**config.mk**
```make
export PLATFORM = sky130hd
export DESIGN_NAME = fp_normalize_round
export DESIGN_NICKNAME = d
export VERILOG_FILES = /design/src/rtl/fp_normalize_round.sv
export SDC_FILE = /design/constraint.sdc
export NUM_CORES = 1
export LEC_CHECK = 0
export ABC_AREA = 1
export CORE_ASPECT_RATIO = 0.5
export CORE_MARGIN = 2
export CORE_UTILIZATION = 59
export CTS_CLUSTER_DIAMETER = 100
export DETAILED_ROUTE_END_ITERATION = 7
export PLACE_DENSITY = 0.95
export REMOVE_ABC_BUFFERS = 1
export SYNTH_ARGS = -nofsm -noshare
export SYNTH_HDL_FRONTEND = slang
export SYNTH_SLANG_ARGS = --single-unit
```
**constraint.sdc**
```tcl
create_clock -name clk -period 3.1 [get_ports clk]
set_input_delay 0.62 -clock clk [delete_from_list [all_inputs] [get_ports clk]]
set_output_delay 0.62 -clock clk [all_outputs]
set_load 0.02 [all_outputs]
```
**src/rtl/fp_normalize_round.sv**
```systemverilog
// fp_normalize_round: iterative normalize, round-to-nearest-even and pack stage of an FP32 adder
module fp_normalize_round (
   input  logic        clk,
   input  logic        rst,
   input  logic        inValid,
   output logic        inReady,
   input  logic        sign,
   input  logic [7:0]  exponent,
   input  logic [27:0] sumMant,
   output logic        outValid,
   input  logic        outReady,
   output logic [31:0] result,
   output logic        overflow,
   output logic        underflow
);
   typedef enum logic [1:0] {IDLE, NORM, ROUND, DONE} state_t;
   state_t state, state_n;
   logic [27:0] m, m_n;
   logic [8:0] e, e_n, e_inc;
   logic s, s_n, ovf_n, unf_n, round_up;
   logic [31:0] res_n;
   logic [24:0] mr;
   assign inReady  = state == IDLE;
   assign outValid = state == DONE;
   assign e_inc    = e + 9'd1;
   // ties go up only when the kept lsb is odd
   assign round_up = m[2] & (m[1] | m[0] | m[3]);
   assign mr       = {1'b0, m[26:3]} + {24'd0, round_up};
   always_ff @(posedge clk) begin
      if (rst) begin
         state     <= IDLE;
         m         <= '0;
         e         <= '0;
         s         <= 1'b0;
         result    <= '0;
         overflow  <= 1'b0;
         underflow <= 1'b0;
      end else begin
         state     <= state_n;
         m         <= m_n;
         e         <= e_n;
         s         <= s_n;
         result    <= res_n;
         overflow  <= ovf_n;
         underflow <= unf_n;
      end
   end
   always_comb begin
      state_n = state;
      m_n     = m;
      e_n     = e;
      s_n     = s;
      res_n   = result;
      ovf_n   = overflow;
      unf_n   = underflow;
      case (state)
         IDLE: if (inValid) begin
            s_n   = sign;
            e_n   = {1'b0, exponent};
            m_n   = sumMant;
            ovf_n = 1'b0;
            unf_n = 1'b0;
            if (sumMant == 28'd0) begin
               res_n   = 32'h0000_0000;
               state_n = DONE;
            end else if (exponent == 8'hFF) begin
               res_n   = {sign, 8'hFF, 23'h0};
               ovf_n   = 1'b1;
               state_n = DONE;
            end else
               state_n = NORM;
         end
         NORM: if (m[27]) begin
            m_n = {1'b0, m[27:2], m[1] | m[0]};
            e_n = e_inc;
            if (e_inc == 9'd255) begin
               res_n   = {s, 8'hFF, 23'h0};
               ovf_n   = 1'b1;
               state_n = DONE;
            end else
               state_n = ROUND;
         end else if (m[26])
            state_n = ROUND;
         else if (e <= 9'd1) begin
            res_n   = {s, 31'h0};
            unf_n   = 1'b1;
            state_n = DONE;
         end else begin
            m_n = {m[26:0], 1'b0};
            e_n = e - 9'd1;
         end
         ROUND: begin
            if (mr[24]) begin
               e_n   = e_inc;
               ovf_n = e_inc == 9'd255;
               res_n = (e_inc == 9'd255) ? {s, 8'hFF, 23'h0} : {s, e_inc[7:0], mr[23:1]};
            end else
               res_n = {s, e[7:0], mr[22:0]};
            state_n = DONE;
         end
         DONE: if (outReady) state_n = IDLE;
         default: state_n = IDLE;
      endcase
   end
endmodule
```
======== Word-level counts from Yosys, hierarchy flattened ========
Cells that the tools add are included.
Widths: inputs -> output; s select.
word-level totals
  register bits after elaboration ......... 74
  bits of input ports ..................... 41
  output and inout port bits .............. 36
  word-level logic and storage cells ...... 88
operators by class
  add/sub/neg operators ................... 3
  magnitude comparators ................... 1
  eq/ne operators ......................... 19
  mux-type cells .......................... 42
  bitwise operators ....................... 3
  reductions and logical operators ........ 12
operators by type and width
  kind                 count
  $mux 32              7
  $pmux 32 s3          1
  $mux 27              3
  $mux 31              2
  $pmux 28 s2          1
  $mux 9               5
  $logic_not 28->1     1
  $mux 28              1
  $pmux 9 s3           1
  $add 24x1->25        1
  $reduce_and 5->1     3
  $mux 2               7
  $ne 2x2->1 const B   7
  $ne 3x3->1 const B   4
  $mux 1               11
  $add 9x1->9 const B  1
  $eq 9x8->1 const B   1
  $le 9x1->1 const B   1
  $sub 9x1->9 const B  1
  $eq 8x8->1 const B   1
  $pmux 2 s4           1
  $reduce_and 6->1     1
  $eq 2x2->1 const B   2
  $ne 4x4->1 const B   1
  13 further kinds     15

======== Depth between registers and ports, before layout ========
Gate-level depths: netlist of run 1.
  depth after elaboration ................. 7
  depth in mapped cells ................... 16
  mapped depth without buffers ............ 15

======== Least setup slack after synthesis of run 1 ========
OpenSTA, ideal clock, no wires.
  path kind ............................... register -> register
  start point ............................. register m[2]
  end point ............................... register e[6]
  arrival time ............................ 1880 ps
  data required time ...................... 2972 ps
  path slack .............................. 1092 ps
  stages on the path, launching flop included .. 13
  clock period less this slack ............ 2008 ps
  cells stage by stage .................... dfxtp_1 nand2_1 inv_1 ha_1 nand3_2 nor3_1 nand2_2 nand2_2 nand3_2 inv_2 nand3_1 a22oi_1 nor2_1
on the way
  cells in the longest elaborated chain, start to end .. 4
ends and longest elaborated chain
  item                        RTL line  text
  from (decl)                 18        logic [27:0] m, m_n;
  from (signal assigned)      40        m <= m_n;
  $and 1x1->1                 27        assign round_up = m[2] & (m[1] | m[0] | m[3]);
  $add 24x1->25               28        assign mr = {1'b0, m[26:3]} + {24'd0, round_up};
  $ne 2x2->1 (no line)        -
  $reduce_and 5->1 (no line)  -
  to (signal assigned)        41        e <= e_n;
  to (decl)                   19        logic [8:0] e, e_n, e_inc;
No other way between the ends.
A chain may end at the register's enable or synchronous reset.

======== Final worst setup path of run 1 ========
  start point ............................. register e[1]
  end point ............................... register result[23]
on the way
  cells in the longest elaborated chain, start to end .. 5
  elaborated cells on any way between the ends .. 9
  those cells by class .................... add/sub (1); order compare (1); eq/ne (3); mux (3); reduce/logical (1)
ends and longest elaborated chain
  item                  RTL line  text
  $add 9x1->9           25        assign e_inc = e + 9'd1;
  $eq 9x8->1            76, 96
  $mux 31               96        res_n = (e_inc == 9'd255) ? {s, 8'hFF, 23'h0} : {s, e_inc[7:0], mr[23:1]};
  $mux 31               93        if (mr[24]) begin
  $pmux 32 s3           56        case (state)
  to (signal assigned)  43        result <= res_n;
  to (decl)             12        output logic [31:0] result,
Parallel ways exist; a longest one is shown, timed or not.

==> impl_results.md, run 1 <==
- Crit path buffers/inverters: 1
- Most used cell, CP: nor2_1
- Post-synth top area cell: dfxtp_1
- IO Count: 77
- Largest stage delay, worst path: around 0.52 ns
- Die Y: between 60 and 70 um
- Global-route wire length before repair: around 25,000 um
- Startpoint types: flip-flop
- Fmax: 380 MHz
- RSZ-0062 raised after global routing: false
- Area Growth Syn to Fin: 20.7%
- Post-Syn Area: 5080 sq um
- Multi-input gate area: ~3100 sq um
- Synth area leaders: dfxtp_1, nand2_1, nor2_1, o21ai_0, nand3_1
- Fillers: roughly 660
- Chip Width: between 100 and 150 um
- R2R Path Start: e[1]$_SDFFE_PP0P_
- Crit-path max FO: 31
- Pin count of the biggest net entering global routing: 43
- Post-CTS Hold Fix Bufs: 0
- # rows: 23
- Final Hold Fails: 0
- Setup_tns: 0 ns
- Worst setup margin: 0.472 ns
- Vias in the first global route: approximately 5,200
- Max cap viols: 0
- Final Cycle Share: 0.848
- Initial DRC Count: between 700 and 800
- Ant. Diodes: 0
- Worst Hold Slack: ~0.47 ns
- Clk buf depth: 2
- Port bufs: 76
- Critical path endpoint category: flip-flop
- Clock Power Share: 0.204
- Setup slack at placement: roughly 0.4 ns
- Ys Warns: 0
- Synth Area per Inst: approximately 6.4 sq um
- Share of layout cells above drive strength 1: 0.0735
- Yosys reg bits: 74
- Final WL: approximately 15,000 um
- Critical Path RT: 3.33 ns
- Register area: 1480 sq um
- Clk_lat worst skew: between 0.3 and 0.4 ns
- Setup CP Type: reg2reg
- Final net count: between 800 and 900
- Detailed Place HPWL: between 10,000 and 15,000 um
- Setup Skew: approximately 0.0066 ns
- Die area: approximately 9400 sq um
- Lkg Pwr: ~2.4 nW
- Worst slew pin tran: around 0.54 ns
- Worst path cell trace: ha_1 -> nor2_1 -> nor2_2 -> nand2_1 -> nor2_1 -> nand2_1 -> nor2_2 -> nand3_2 -> nand2_4 -> nand2_8 -> clkinv_4 -> nand2_2 -> a21oi_1 -> nor2_1
- HP Class: reg2reg
- Post-CTS setup buffer count: 0
- CP delay by family, top: simple AND/OR/NAND/NOR gates
- CORE AREA: a little over 8000 sq um
- Initial antenna violation count: 0
- TritonCTS clock tree: yes
- Netlist cell types: 44
- Iteration count of the initial detailed-routing pass: 7
- Average wire per standard cell: between 15 and 20 um
- Top cell type's share of synthesized area: 0.292
- Critical Path AT: between 2 and 3 ns
- CTS Buf Count: 9
- Slew HR: 0.636
- Antenna-violating nets left: 0
- Crit-path slowest cell: dfxtp_1
- Power per cell area: just under 900 nW/um^2
- Fin crit period: between 2 and 3 ns
- Net switching power figure: roughly 2.5 mW
- Global Route Usage Sum: 0.320
- Sw frac: 0.466
- Initial Util: 0.622
- Root buffer cell: clkbuf_16
- Placer Congestion: around 0.94
- Seq pwr share: 0.321
- Combinational Power Share: 0.475
- Outcome: finished, final reports clean
- Setup violations, final: 0
- Post-Syn Instances: roughly 790
- VDD IR max: between 0.5 and 0.6 mV
- Cts repair resizes: 0
- Detailed-route via count: around 5,800
- Drt via density: around 6.0
- Clock transition at path regs: 0.06 ns
- Drc violations: 0
- Overflow after GRT: 0
- Beginning of the critical path: e[1]$_SDFFE_PP0P_
- Hold Startpoint: result[2]$_SDFFE_PP0P_
- CTS H-tree depth: 3
- Seq/Total Area, Yosys: 0.292
- Internal power: 2.91 mW
- CTS Sinks: 74
- Slew Viols, Final: 0
==> flip-flops by register name, summed over array words and instances, names as in the netlist <==
name       count
result        32
underflow      1
overflow       1
e              9
s              1
m             28
state          2
==> final timing paths <==
kind	end	slack, ns	cells after the start
max	result[23]$_SDFFE_PP0P_	0.47	14
min	result[2]$_SDFFE_PP0P_	0.47	2
max reg2reg	result[23]$_SDFFE_PP0P_	0.47	14
min reg2reg	result[2]$_SDFFE_PP0P_	0.47	2
==> power groups by stage <==
stage | clock (mW) | sequential (mW) | combinational (mW)
after floorplan | 0 | 1.73 | 1.63
after detailed placement | 0 | 1.75 | 2.51
final | 1.11 | 1.75 | 2.59
after CTS | 1.12 | 1.73 | 2.54
after global placement | 0 | 1.75 | 2.46
after global routing | 1.15 | 1.80 | 2.85
==> layout make-up <==
cell class | count | area share
Clock buffer | 9 | 0.0367
Clock inverter | 6 | 0.0149
Inverter | 69 | 0.0430
Multi-Input combinational cell | 599 | 0.505
Sequential cell | 74 | 0.242
Tap cell | 112 | 0.0228
Timing Repair Buffer | 86 | 0.136
==> cells in the mapped netlist, drive strengths merged <==
cell type	number
nand2	181
nor2	111
dfxtp	74
o21ai	73
inv	67
nand3	66
a21oi	58
clkbuf	28
a221oi	18
buf	18
nand4	17
xor2	17
ha	9
nor3	9
o211ai	8
a41oi	7
o21a	5
nand3b	4
xnor2	4
a31oi	3
a22oi	2
clkinv	2
or2	2
a211oi	1
nor3b	1
nor4	1
o221ai	1
o31ai	1
==> metal layers <==
metal / part of all wire / GRT usage
met1: 0.42 / 0.421
met2: 0.47 / 0.532
met3: 0.090 / 0.0607
met4: 0.023 / 0.0984
met5: 0 / 0
==> kinds of logic after synthesis <==
| logic type | after synthesis | synth area share |
|---|---|---|
| flops | 74 | 0.292 |
| simple gates | 392 | 0.347 |
| xor+xnor | 21 | 0.0362 |
| buf+inv | 115 | 0.0992 |
| compound gates | 177 | 0.203 |
| fa+ha+maj | 9 | 0.0222 |
==> cell usage in the layout, fill, tap and decap left out, types with 4 or more instances in the layout <==
| cell | synthesis | layout |
|---|---|---|
| dfxtp_1 | 74 | 74 |
| nor2_2 | 9 | 9 |
| a21oi_1 | 57 | 57 |
| xnor2_1 | 4 | 4 |
| a41oi_1 | 7 | 7 |
| nand3_1 | 60 | 60 |
| o211ai_1 | 8 | 8 |
| buf_4 | 3 | 10 |
| inv_1 | 63 | 63 |
| nand2_1 | 172 | 172 |
| ha_1 | 9 | 9 |
| nand2_2 | 7 | 7 |
| nand3_2 | 6 | 6 |
| o21a_1 | 5 | 5 |
| a221oi_1 | 18 | 18 |
| o21ai_1 | 6 | 6 |
| nor3_1 | 7 | 7 |
| nand4_1 | 17 | 17 |
| clkdlybuf4s50_1 | 0 | 76 |
| nand3b_1 | 4 | 4 |
| inv_2 | 4 | 4 |
| nor2_1 | 99 | 99 |
| xor2_1 | 17 | 17 |
| clkbuf_16 | 0 | 9 |
| o21ai_0 | 67 | 67 |
==> worst reg2reg max path, stage by stage (launching register included) <==
cell,delay (ns)
dfxtp_1,0.52
ha_1,0.28
nor2_1,0.07
nor2_2,0.19
nand2_1,0.07
nor2_1,0.18
nand2_1,0.09
nor2_2,0.16
nand3_2,0.15
nand2_4,0.14
nand2_8,0.12
clkinv_4,0.20
nand2_2,0.15
a21oi_1,0.17
nor2_1,0.05
==> metrics by stage <==
step	cells	utilization	area [sq um]	power (mW)
floorplan	742	-	4840	3.37
global placement	940	0.712	5820	4.21
detailed placement	940	0.712	5820	4.25
CTS	955	0.750	6130	5.39
global route	955	0.750	6130	5.80
finish	955	0.750	6130	5.45
Power figures use the tool's default switching activity.
==> inputs of run 2 (changes only) <==
--- a/config.mk
+++ b/config.mk
@@ -8,10 +8,10 @@
 export ABC_AREA = 1
 export CORE_ASPECT_RATIO = 0.5
 export CORE_MARGIN = 2
-export CORE_UTILIZATION = 59
+export CORE_UTILIZATION = 55
 export CTS_CLUSTER_DIAMETER = 100
 export DETAILED_ROUTE_END_ITERATION = 7
-export PLACE_DENSITY = 0.95
+export PLACE_DENSITY = 0.91
 export REMOVE_ABC_BUFFERS = 1
 export SYNTH_ARGS = -nofsm -noshare
 export SYNTH_HDL_FRONTEND = slang
==> constraint.sdc (replaced) <==
create_clock -name clk -period 2.53 [get_ports clk]
set_input_delay 0.506 -clock clk [delete_from_list [all_inputs] [get_ports clk]]
set_output_delay 0.506 -clock clk [all_outputs]
set_load 0.02 [all_outputs]
==> run 2 against run 1 <==
- critical path depth is 1 higher
- sequential share of layout area down 0.60 points
- clock power is 24% higher
- wire length is 4.9% higher
- register-to-register slack worse by 0.27 ns
- die area rose by 7.0%
- clock skew up 0.0020 ns
- cell area up 2.5%
- critical path type unchanged
- total power rose by 27%
==> impl_results.md, run 2 (synthesis gave the netlist of run 1 again) <==
- Port bufs: 76 (unchanged)
- TritonCTS clock tree: yes
- CP delay by family, top: simple AND/OR/NAND/NOR gates
- Critical path endpoint category: flip-flop
- Slew Viols, Final: 0 (unchanged)
- Largest stage delay, worst path: 0.38 ns (-0.14 ns)
- Most flop-heavy register: result
- Top Registers: result: 32 flops, m: 28 flops, e: 9 flops
- CTS H-tree depth: 3 (unchanged)
- HP Class: reg2reg
- Iteration count of the initial detailed-routing pass: 6 (-1)
- Critical Path AT: 2.56 ns (-0.30 ns)
- CTS Buf Count: 9 (unchanged)
- Global Route Usage Sum: 0.313 (-0.00623)
- Outcome: finished, final reports clean
- Chip Width: 140 um (+3.5%)
- Setup_tns: 0 ns (unchanged)
- CTS Sinks: 74 (unchanged)
- Fmax: 429 MHz (+13%)
- Overflow after GRT: 0 (unchanged)
- Drc violations: 0 (unchanged)
- Average wire per standard cell: 15.9 um (+2.2%)
- Lkg Pwr: 2.52 nW (+4.5%)
- Placed Instances: 964 (+2.6%)
- Ant. Diodes: 0 (unchanged)
- Placer Congestion: 0.952 (+1.8%)
- Max cap viols: 0 (unchanged)
- Post-route cell area: 6290 sq um (+2.5%)
- Initial DRC Count: 697 (-6.6%)
- Clk buf depth: 2 (unchanged)
- Antenna-violating nets left: 0 (unchanged)
- VDD IR max: 0.560 mV (+11%)
- Power per cell area: 1100 nW/um^2 (+23%)
- Pin count of the biggest net entering global routing: 43 (unchanged)
- Commonest non-fill, non-tap cell in the layout: nand2_1
- Clock transition at path regs: 0.06 ns (about the same)
- Worst path cell trace: ha_1 -> nand2_1 -> inv_1 -> nor2_2 -> nand2_1 -> nor2_1 -> nand2_1 -> nor2_2 -> nand3_2 -> nand2_4 -> nand2_8 -> inv_8 -> nand2_2 -> a21oi_1 -> nor2_1
- Crit path buffers/inverters: 2 (+1)
- Initial antenna violation count: 0 (unchanged)
- Vias in the first global route: 5,313 (+2.8%)
- Root buffer cell: clkbuf_16
- Detailed-route via count: 5,846 (+1.6%)
- IO Count: 77 (unchanged)
- Area Growth Syn to Fin: 23.8%
- Crit-path slowest cell: dfxtp_1
- Share of layout cells above drive strength 1: 0.0939 (+0.0203)
- Initial Util: 0.576 (-0.0462)
- Final WL: 15,600 um (+4.9%)
- Power Total: 6.90 mW (+27%)
- Slew HR: 0.685 (+0.0497)
- Detailed Place HPWL: 11,200 um (+7.1%)
- Worst slew pin tran: 0.471 ns (-0.0695 ns)
- Final Util: 0.712 (-0.0382)
- Die area: 10,100 sq um (+7.0%)
- Fin crit period: 2.33 ns (-0.297 ns)
- Drt via density: 5.97 (-1.0%)
- Final Cycle Share: 0.921 (+0.0736)
- RSZ-0062 raised after global routing: false
- Global-route wire length before repair: 25,500 um (+3.6%)
- Crit-path max FO: 31 (unchanged)
- Most frequent cells in the layout: nand2_1, nor2_1, clkdlybuf4s50_1, dfxtp_1, o21ai_0
- # rows: 24 (+4.3%)
- Setup CP Type: reg2reg
- Flip-flop count of the largest register after layout: 32 (unchanged)
- Final instance count without filler cells: 980 (+2.6%)
- Most used cell, CP: nand2_1
- Startpoint types: flip-flop
- Setup violations, final: 0 (unchanged)
- Placement Cell Area: 5970 sq um (+2.6%)
- CORE AREA: 8830 sq um (+8.0%)
- Clk_lat worst skew: 0.34 ns (about the same)
- Setup Skew: 0.00855 ns (+0.00200 ns)
- Final net count: 908 (+2.1%)
- Die Y: 72.0 um (+3.4%)
- Critical Path RT: 2.76 ns (-0.57 ns)
- Final Hold Fails: 0 (unchanged)
## run 2: power breakdown
group	switching, mW	internal (mW)
Sequential	0.536	1.56
Combinational	2.15	1.27
Clock	0.518	0.867
Total	3.20	3.70
## run 2: final cells by class
class                      count  area [sq um]
multi-input combinational    599          3100
fill                         724          2540
sequential                    74          1480
timing repair buffer         105           978
inverter                      69           267
clock buffer                  10           229
tap                          117           146
clock inverter                 6          91.3
## run 2: worst register-to-register path, cell delays in order (launching register included)
cell	delay (ns)
dfxtp_1	0.38
ha_1	0.26
nand2_1	0.12
inv_1	0.06
nor2_2	0.10
nand2_1	0.07
nor2_1	0.17
nand2_1	0.09
nor2_2	0.14
nand3_2	0.14
nand2_4	0.14
nand2_8	0.08
inv_8	0.15
nand2_2	0.13
a21oi_1	0.15
nor2_1	0.06
## run 2: routing by layer
metal,part of all wire,GRT usage,up-vias,wire [um]
met3,0.10,0.0660,47,1570
met1,0.42,0.403,2674,6510
met2,0.46,0.545,349,7190
met5,0,0,-,0
li1,-,-,2776,-
met4,0.018,0.0878,0,281
## run 2: repair_timing
item                       in CTS  in global routing
gates resized for setup         0                  1
hold endpoints to repair        0                  0
hold buffers                    0                  0
setup endpoints to repair       0                  1
buffers inserted                0                  0
## run 2: worst paths after layout
path	cells after the start	to	slack (ns)	startpoint
hold / removal	2	result[21]$_SDFFE_PP0P_	0.47	result[21]$_SDFFE_PP0P_
hold reg to reg	2	result[21]$_SDFFE_PP0P_	0.47	result[21]$_SDFFE_PP0P_
setup / recovery	15	result[23]$_SDFFE_PP0P_	0.20	e[0]$_SDFFE_PP0P_
setup reg to reg	15	result[23]$_SDFFE_PP0P_	0.20	e[0]$_SDFFE_PP0P_
## run 2: stage by stage
step	setup slack [ns]	hold WS, ns
floorplan	0.0438	0.474
global placement	0.134	0.455
detailed placement	0.0184	0.457
CTS	0.205	0.465
global route	0.0143	0.495
finish	0.199	0.466
